<file path="src/rtl/conv_pkg.sv">
// Shared constants and state encoding for the convolution datapath.
package conv_pkg;

    localparam int unsigned I_PROD_BW = 16;
    localparam int unsigned ACC_LEN   = 32;
    localparam int unsigned O_SUM_BW  = I_PROD_BW + $clog2(ACC_LEN);
    localparam int unsigned LEN_BW    = $clog2(ACC_LEN + 1);

    typedef enum logic [1:0] {
        IDLE = 2'd0,
        ACC  = 2'd1,
        HOLD = 2'd2
    } state_t;

    // Out-of-range group lengths (zero or above ACC_LEN) mean a full group.
    function automatic logic [LEN_BW-1:0] eff_len(input logic [LEN_BW-1:0] len);
        if (len == '0 || len > LEN_BW'(ACC_LEN)) begin
            return LEN_BW'(ACC_LEN);
        end
        return len;
    endfunction

endpackage

</file>
<file path="src/rtl/psum_accumulator.sv">
// Accumulates one group of signed products into a full-precision partial sum,
// with valid/ready on both sides and one result per group.
module psum_accumulator
    import conv_pkg::*;
(
    input  logic                 clk,
    input  logic                 reset,
    input  logic                 s_valid,
    output logic                 s_ready,
    input  logic [I_PROD_BW-1:0] s_prod,
    input  logic [LEN_BW-1:0]    s_len,
    output logic                 m_valid,
    input  logic                 m_ready,
    output logic [O_SUM_BW-1:0]  m_psum,
    output logic                 o_busy
);

    state_t                state_q;
    logic [O_SUM_BW-1:0]   acc_q;
    logic [O_SUM_BW-1:0]   m_psum_q;
    logic [LEN_BW-1:0]     cnt_q;
    logic [LEN_BW-1:0]     len_q;
    logic                  m_valid_q;

    logic [O_SUM_BW-1:0]   prod_ext;
    logic [O_SUM_BW-1:0]   sum_d;
    logic [LEN_BW-1:0]     cnt_d;
    logic [LEN_BW-1:0]     first_len;
    logic                  take;

    assign prod_ext  = {{(O_SUM_BW - I_PROD_BW){s_prod[I_PROD_BW-1]}}, s_prod};
    assign sum_d     = acc_q + prod_ext;
    assign cnt_d     = cnt_q + LEN_BW'(1);
    assign first_len = eff_len(s_len);

    // While a result is pending, a new beat may only enter when that result retires.
    assign s_ready = (state_q == HOLD) ? m_ready : 1'b1;
    assign take    = s_valid && s_ready;

    assign m_valid = m_valid_q;
    assign m_psum  = m_psum_q;
    assign o_busy  = (state_q != IDLE);

    // Group FSM with counter, accumulator and registered result.
    // IDLE and HOLD share first-beat handling so a pending result can retire in the
    // same cycle the next group starts, giving back-to-back groups without a bubble.
    always_ff @(posedge clk) begin
        if (reset) begin
            state_q   <= IDLE;
            acc_q     <= '0;
            m_psum_q  <= '0;
            cnt_q     <= '0;
            len_q     <= '0;
            m_valid_q <= 1'b0;
        end else begin
            case (state_q)
                IDLE, HOLD: begin
                    if (take) begin
                        cnt_q <= LEN_BW'(1);
                        acc_q <= prod_ext;
                        len_q <= first_len;
                        if (first_len == LEN_BW'(1)) begin
                            m_psum_q  <= prod_ext;
                            m_valid_q <= 1'b1;
                            state_q   <= HOLD;
                        end else begin
                            m_valid_q <= 1'b0;
                            state_q   <= ACC;
                        end
                    end else if (state_q == HOLD && m_ready) begin
                        m_valid_q <= 1'b0;
                        state_q   <= IDLE;
                    end
                end
                ACC: begin
                    if (s_valid) begin
                        cnt_q <= cnt_d;
                        acc_q <= sum_d;
                        if (cnt_d == len_q) begin
                            m_psum_q  <= sum_d;
                            m_valid_q <= 1'b1;
                            state_q   <= HOLD;
                        end
                    end
                end
                default: begin
                    state_q <= IDLE;
                end
            endcase
        end
    end

endmodule
</file>
<file path="config.mk">
export PLATFORM = sky130hd
export DESIGN_NAME = psum_accumulator
export DESIGN_NICKNAME = d
export VERILOG_FILES = /design/src/rtl/conv_pkg.sv /design/src/rtl/psum_accumulator.sv
export SDC_FILE = /design/constraint.sdc
export NUM_CORES = 1
export LEC_CHECK = 0
export BUFFER_PORTS_ARGS = -buffer_cell sky130_fd_sc_hd__buf_2
export CAP_MARGIN = 40
export CORE_UTILIZATION = 45
export CTS_CLUSTER_DIAMETER = 30
export CTS_CLUSTER_SIZE = 16
export DETAILED_ROUTE_END_ITERATION = 10
export SLEW_MARGIN = 20
export SYNTH_ARGS = -nofsm -noshare
export SYNTH_HDL_FRONTEND = slang
export SYNTH_SLANG_ARGS = --single-unit
</file>
<file path="constraint.sdc">
create_clock -name clk -period 7.9 [get_ports clk]
set_input_delay 2.37 -clock clk [delete_from_list [all_inputs] [get_ports clk]]
set_output_delay 2.37 -clock clk [all_outputs]
set_load 0.02 [all_outputs]
</file>
==> results.sh, run 1 <==
export IMPL_die_h_um=92.5
export IMPL_drtPass1Iterations=4
export IMPL_portBuffers=49
export IMPL_initial_core_util_pct=47.2
export IMPL_layout_setup_ws_ns=2.69
export IMPL_syn_area_um2=3690
export IMPL_viasPerCell=5.66
export IMPL_swShare_pct=33.9
export IMPL_ys_ff_latch=57
export IMPL_timing_final_crit_period_ns=5.21
export IMPL_hold_viol_final=0
export IMPL_boundaryPins=50
export IMPL_rsz0062_at_grt="no"
export IMPL_clk_pin_slew_worst_paths_ns=0.07
export IMPL_grt_overflow=0
export IMPL_min_period_over_period_pct=66.0
export IMPL_synth_cell_types=55
export IMPL_skew_ns=0.00679
export IMPL_vdd_drop_max_mv=0.105
export IMPL_syn_to_final_growth_pct=13.8
export IMPL_share_comb_of_total_power_pct=28.6
export IMPL_wl_um=9250
export IMPL_ctsHoldBuffers=0
export IMPL_htree_levels=3
export IMPL_synth_cells=473
export IMPL_worstSetupStartpointType="input pin"
export IMPL_ant_nets=0
export IMPL_cts_tree="yes"
export IMPL_die_w_um=92.5
export IMPL_root_buffer="clkbuf_8"
export IMPL_wl_per_cell_um=15.1
export IMPL_synth_area_leaders="dfxtp_1, a21oi_1, ha_1"
export IMPL_critPathCaptureType="output port"
export IMPL_critPathRequiredTime_ns=5.53
export IMPL_synth_flop_cell="dfxtp_1"
export IMPL_tns_ns=0
export IMPL_worstMarginPinSlew_ns=0.774
export IMPL_gp_congestion=0.884
export IMPL_yosys_warnings=0
export IMPL_row_count=32
export IMPL_core_area_um2=7810
export IMPL_numClockSinks=57
export IMPL_crit_fanout=3
export IMPL_slew_headroom_pct=48.3
export IMPL_dieArea_um2=8560
export IMPL_clkLatencyLatePin_ns=0.35
export IMPL_maxCapViolCount=0
export IMPL_switchingPower_mw=0.303
export IMPL_critPathKind="input pin to output port"
export IMPL_synth_async_sr_flop_share_pct=0
export IMPL_via_count=3459
export IMPL_antenna_found_initial=0
export IMPL_yosys_area_top_type="dfxtp_1"
export IMPL_power_density_nw_per_um2=213
export IMPL_setup_viol=0
export IMPL_grt_start_max_net_pins=37
export IMPL_status="finished clean"
export IMPL_post_cts_buffers=0
export IMPL_grt_pass1_vias=3226
export IMPL_grt_pass1_wl_um=15400
export IMPL_p_seq_share_pct=36.4
export IMPL_critPathArrivalTime_ns=2.84
export IMPL_pre_cts_ws_ns=2.69
export IMPL_worstHoldPathType="register to register"
export IMPL_cts_resized=0
export IMPL_intPower_mw=0.591
export IMPL_hpwl_um=6690
export IMPL_ys_seq_area_share_pct=31.0
export IMPL_cts_buffer_depth=2
export IMPL_drt_iter0_drc=133
export IMPL_p_leak_nw=1.75
export IMPL_layout_drive_gt1_share_pct=16.3
export IMPL_drc=0
export IMPL_num_antenna_cells=0
export IMPL_slew_violations=0
export IMPL_grt_total_usage_pct=22.8
export IMPL_synth_edf_count=0
export IMPL_p_clk_share_pct=34.9
export IMPL_synthesis_nets=521
export IMPL_fmax_mhz=192
export IMPL_avgSynthCellArea_um2=7.79
export IMPL_final_nets=552
export IMPL_yosys_area_top_type_share_pct=31.0
export IMPL_cts_inserted_buffers=9
[cell families (layout without fill, tap and decap cells)]
| family | count (synthesis) | in the layout | synth area share [%] |
|---|---|---|---|
| compound gates | 166 | 166 | 28.9 |
| simple gates | 154 | 154 | 19.6 |
| flops | 57 | 57 | 31.0 |
| buf+inv | 43 | 79 | 5.09 |
| fa+ha+maj | 22 | 22 | 7.67 |
| xor+xnor | 19 | 19 | 4.51 |
| mux | 12 | 12 | 3.26 |
[stage by stage]
step	total power, mW	utilization [%]	area [µm²]	hold WS, ns	std cells
after detailed placement	0.588	50.8	3970	0.468	595
after floorplan	0.522	-	3690	0.440	473
after global routing	0.947	53.7	4200	0.489	611
after global placement	0.578	50.3	3930	0.459	593
after CTS	0.905	53.7	4200	0.477	611
final	0.895	53.7	4200	0.472	611
[routing by layer]
metal / part of all wire [%] / routed length, µm / GRT usage, % / vias to the layer above
li1: - / - / - / 1783
met2: 47 / 4360 / 38.8 / 69
met1: 47 / 4370 / 28.8 / 1597
met4: 1.2 / 112 / 7.42 / 0
met3: 4.3 / 400 / 4.43 / 10
met5: 0 / 0 / 0 / -
[power groups by stage]
stage	sequential, mW	combinational, mW	clock [mW]
after floorplan	0.339	0.183	0
after global placement	0.332	0.246	0
after detailed placement	0.332	0.256	0
after CTS	0.326	0.257	0.322
after global routing	0.329	0.287	0.331
final	0.326	0.256	0.312
[worst paths after layout]
kind	slack, ns	cells past startpoint	start	to
worst min-delay path	0.47	2	acc_q[2]	acc_q[2]
worst min register to register	0.47	2	acc_q[2]	acc_q[2]
worst max-delay path	2.69	4	m_ready	s_ready
worst max register to register	4.84	9	cnt_q[0]	m_psum[2]
[worst max-delay path: stages]
cell and delay [ns]:
buf_2 0.11, inv_1 0.08, nand3b_1 0.09, buf_2 0.18
[cell usage in the layout (no fill, tap or decap), drive strengths merged, types with 5 or more instances in the layout]
cell    count
nand4       5
a21o        9
xnor2       9
nand3      15
a21oi      59
nor2       54
clkbuf      9
ha         21
o21a        6
nor3       16
a211oi     17
nor3b       7
inv        12
buf        53
o21ai      43
dfxtp      57
mux2i      12
nand2      34
xor2       10
[state kept, by name, summed over array words and instances, names as in the netlist]
register and flops:
acc_q 21, m_psum 21, cnt_q 6, len_q 6, state_q 2, m_valid 1
[synth_stat cells (all sizes together), types with 2 or more instances]
library cell / number
nor3: 16
a2bb2oi: 2
a21o: 9
o21ai: 43
nor2b: 3
a21boi: 3
xnor2: 9
xor2: 10
nand3b: 3
buf: 7
nand4: 5
nand2: 34
or2: 3
nor3b: 7
or3: 2
a31oi: 4
o21a: 6
or4: 2
dfxtp: 57
ha: 21
a211oi: 17
mux2i: 12
inv: 10
nand3: 15
nand2b: 2
and3: 3
o22ai: 2
a21oi: 59
o221a: 2
o311ai: 2
clkbuf: 26
a311oi: 2
and2: 4
nor2: 54
[layout make-up]
| class | count | area [µm²] |
|---|---|---|
| clock buffer | 9 | 124 |
| clock inverter | 7 | 103 |
| fill | 771 | 3610 |
| inverter | 10 | 37.5 |
| multi-input combinational | 373 | 2360 |
| sequential | 57 | 1140 |
| tap | 102 | 128 |
| timing repair buffer | 53 | 303 |
Note: power is estimated with default switching activity, not from simulation.
==> inputs of run 2 (changes only) <==
==> constraint.sdc (replaced) <==
create_clock -name clk -period 4.8 [get_ports clk]
set_input_delay 1.44 -clock clk [delete_from_list [all_inputs] [get_ports clk]]
set_output_delay 1.44 -clock clk [all_outputs]
set_load 0.02 [all_outputs]
==> run 2 against run 1 <==
  * Die area unchanged
  * Register-to-register slack got worse by 3.1 ns
  * Worst setup slack got worse by 1.5 ns
  * Global-route usage increased by 0.75 points
  * First-iteration DRC count increased by 16%
  * Largest power group unchanged
  * Highest routed layer unchanged
==> results.sh, run 2 (synthesized netlist as in run 1, its figures left out) <==
export IMPL_status="finished clean"
export IMPL_crit_chain="buf_2, or4_1, nor3b_1, o21ai_0, a21oi_4, buf_12, mux2i_1, nor2_1"
export IMPL_power_density_nw_per_um2=348
export IMPL_drt_iter0_drc=154
export IMPL_reg2regPathDepth=9
export IMPL_grt_start_max_net_pins=37
export IMPL_r2r_slack_ns=1.77
export IMPL_cts_buffer_depth=2
export IMPL_timing_final_crit_period_ns=3.59
export IMPL_die_w_um=92.5
export IMPL_setup_viol=0
export IMPL_grt_pass1_wl_um=16000
export IMPL_ant_nets=0
export IMPL_worstMarginPinSlew_ns=0.730
export IMPL_row_count=32
export IMPL_skew_ns=0.00729
export IMPL_tns_ns=0
export IMPL_placed_cells=596
export IMPL_wl_per_cell_um=15.2
export IMPL_min_period_over_period_pct=74.9
export IMPL_boundaryPins=50
export IMPL_reg2reg_to="m_psum[2]"
export IMPL_final_cell_mix="a21oi_1, dfxtp_1, nor2_1, buf_2, o21ai_0"
export IMPL_slew_headroom_pct=51.3
export IMPL_numClockSinks=57
export IMPL_layout_drive_gt1_share_pct=15.9
export IMPL_viasPerCell=5.69
export IMPL_grt_pass1_vias=3259
export IMPL_critPathCaptureType="register"
export IMPL_core_area_um2=7810
export IMPL_via_count=3475
export IMPL_final_nets=553
export IMPL_post_route_cell_area_um2=4180
export IMPL_place_area_um2=3970
export IMPL_layout_commonest_cell="a21oi_1"
export IMPL_worstSetupStartpointType="input pin"
export IMPL_cts_inserted_buffers=9
export IMPL_hpwl_um=6590
export IMPL_crit_start="s_len[1]"
export IMPL_maxCapViolCount=0
export IMPL_worstHoldPathType="register to register"
export IMPL_antenna_found_initial=0
export IMPL_vdd_drop_max_mv=0.128
export IMPL_crit_fanout=19
export IMPL_p_leak_nw=1.75
export IMPL_wl_um=9260
export IMPL_drtPass1Iterations=4
export IMPL_post_cts_buffers=0
export IMPL_die_h_um=92.5
export IMPL_critPathRequiredTime_ns=5.01
export IMPL_slew_violations=0
export IMPL_r2r_start="cnt_q[0]"
export IMPL_gp_congestion=0.912
export IMPL_fin_cells=611
export IMPL_cts_resized=0
export IMPL_rsz0062_at_grt="no"
export IMPL_htree_levels=3
export IMPL_cp_slowest_cell="or4_1"
export IMPL_root_buffer="clkbuf_8"
export IMPL_critPathMaxStageDelay_ns=0.54
export IMPL_critPathKind="input pin to register"
export IMPL_grt_total_usage_pct=23.6
export IMPL_hold_viol_final=0
export IMPL_dieArea_um2=8560
export IMPL_syn_to_final_growth_pct=13.4
export IMPL_clk_pin_slew_worst_paths_ns=0.06
export IMPL_initial_core_util_pct=47.2
export IMPL_num_antenna_cells=0
export IMPL_portBuffers=49
export IMPL_cts_tree="yes"
export IMPL_fmax_mhz=278
export IMPL_crit_end="m_psum[2]"
export IMPL_ctsHoldBuffers=0
export IMPL_clkLatencyLatePin_ns=0.34
export IMPL_drc=0
export IMPL_critPathArrivalTime_ns=3.81
export IMPL_grt_overflow=0
[run 2: worst min path at each step]
stage | depth (start not counted) | slack (ns) | end | from
final | 2 | 0.47 | acc_q[2] | acc_q[2]
after global routing | 2 | 0.49 | acc_q[2] | acc_q[2]
after CTS | 2 | 0.48 | acc_q[2] | acc_q[2]
after detailed placement | 2 | 0.47 | acc_q[2] | acc_q[2]
after global placement | 2 | 0.46 | acc_q[2] | acc_q[2]
after floorplan | 2 | 0.44 | acc_q[2] | acc_q[2]
[run 2: final cells by class]
class | instances | area, µm²
Sequential cell | 57 | 1140
Tap cell | 102 | 128
Fill cell | 803 | 3630
Inverter | 10 | 37.5
Multi-Input combinational cell | 373 | 2360
Clock inverter | 3 | 65.1
Timing Repair Buffer | 54 | 303
Clock buffer | 12 | 145
[run 2: power by group]
part | leakage (nW) | total (mW) | switching (mW) | internal (mW)
sequential | 0.468 | 0.538 | 0.0259 | 0.512
combinational | 1.18 | 0.420 | 0.256 | 0.164
clock | 0.106 | 0.496 | 0.192 | 0.303
total | 1.75 | 1.45 | 0.474 | 0.979
[run 2: worst max-delay path: cells and delay by family]
kind                   cells  cell delay (ns)
AND/OR/NAND/NOR            3             1.03
AO/OA/AOI/OAI              2             0.81
buffers and inverters      2             0.33
multiplexers               1             0.18
[run 2: metal layers]
| layer | share of wire [%] | track usage [%] | wire [µm] | up-vias |
|---|---|---|---|---|
| met5 | 0 | 0 | 0 | - |
| met4 | 1.3 | 8.07 | 125 | 0 |
| met3 | 3.7 | 2.96 | 342 | 9 |
| met2 | 45 | 38.9 | 4150 | 71 |
| met1 | 50 | 31.5 | 4640 | 1609 |
| li1 | - | - | - | 1786 |
[run 2: per-stage QoR]
step	util, %	hold WS (ns)	worst slack, ns	total power, mW
after global placement	50.6	0.463	0.952	0.957
final	53.5	0.475	1.21	1.45
after global routing	53.5	0.491	0.890	1.55
after detailed placement	50.8	0.467	0.809	0.965
after CTS	53.5	0.476	1.17	1.47
after floorplan	-	0.440	1.32	0.859
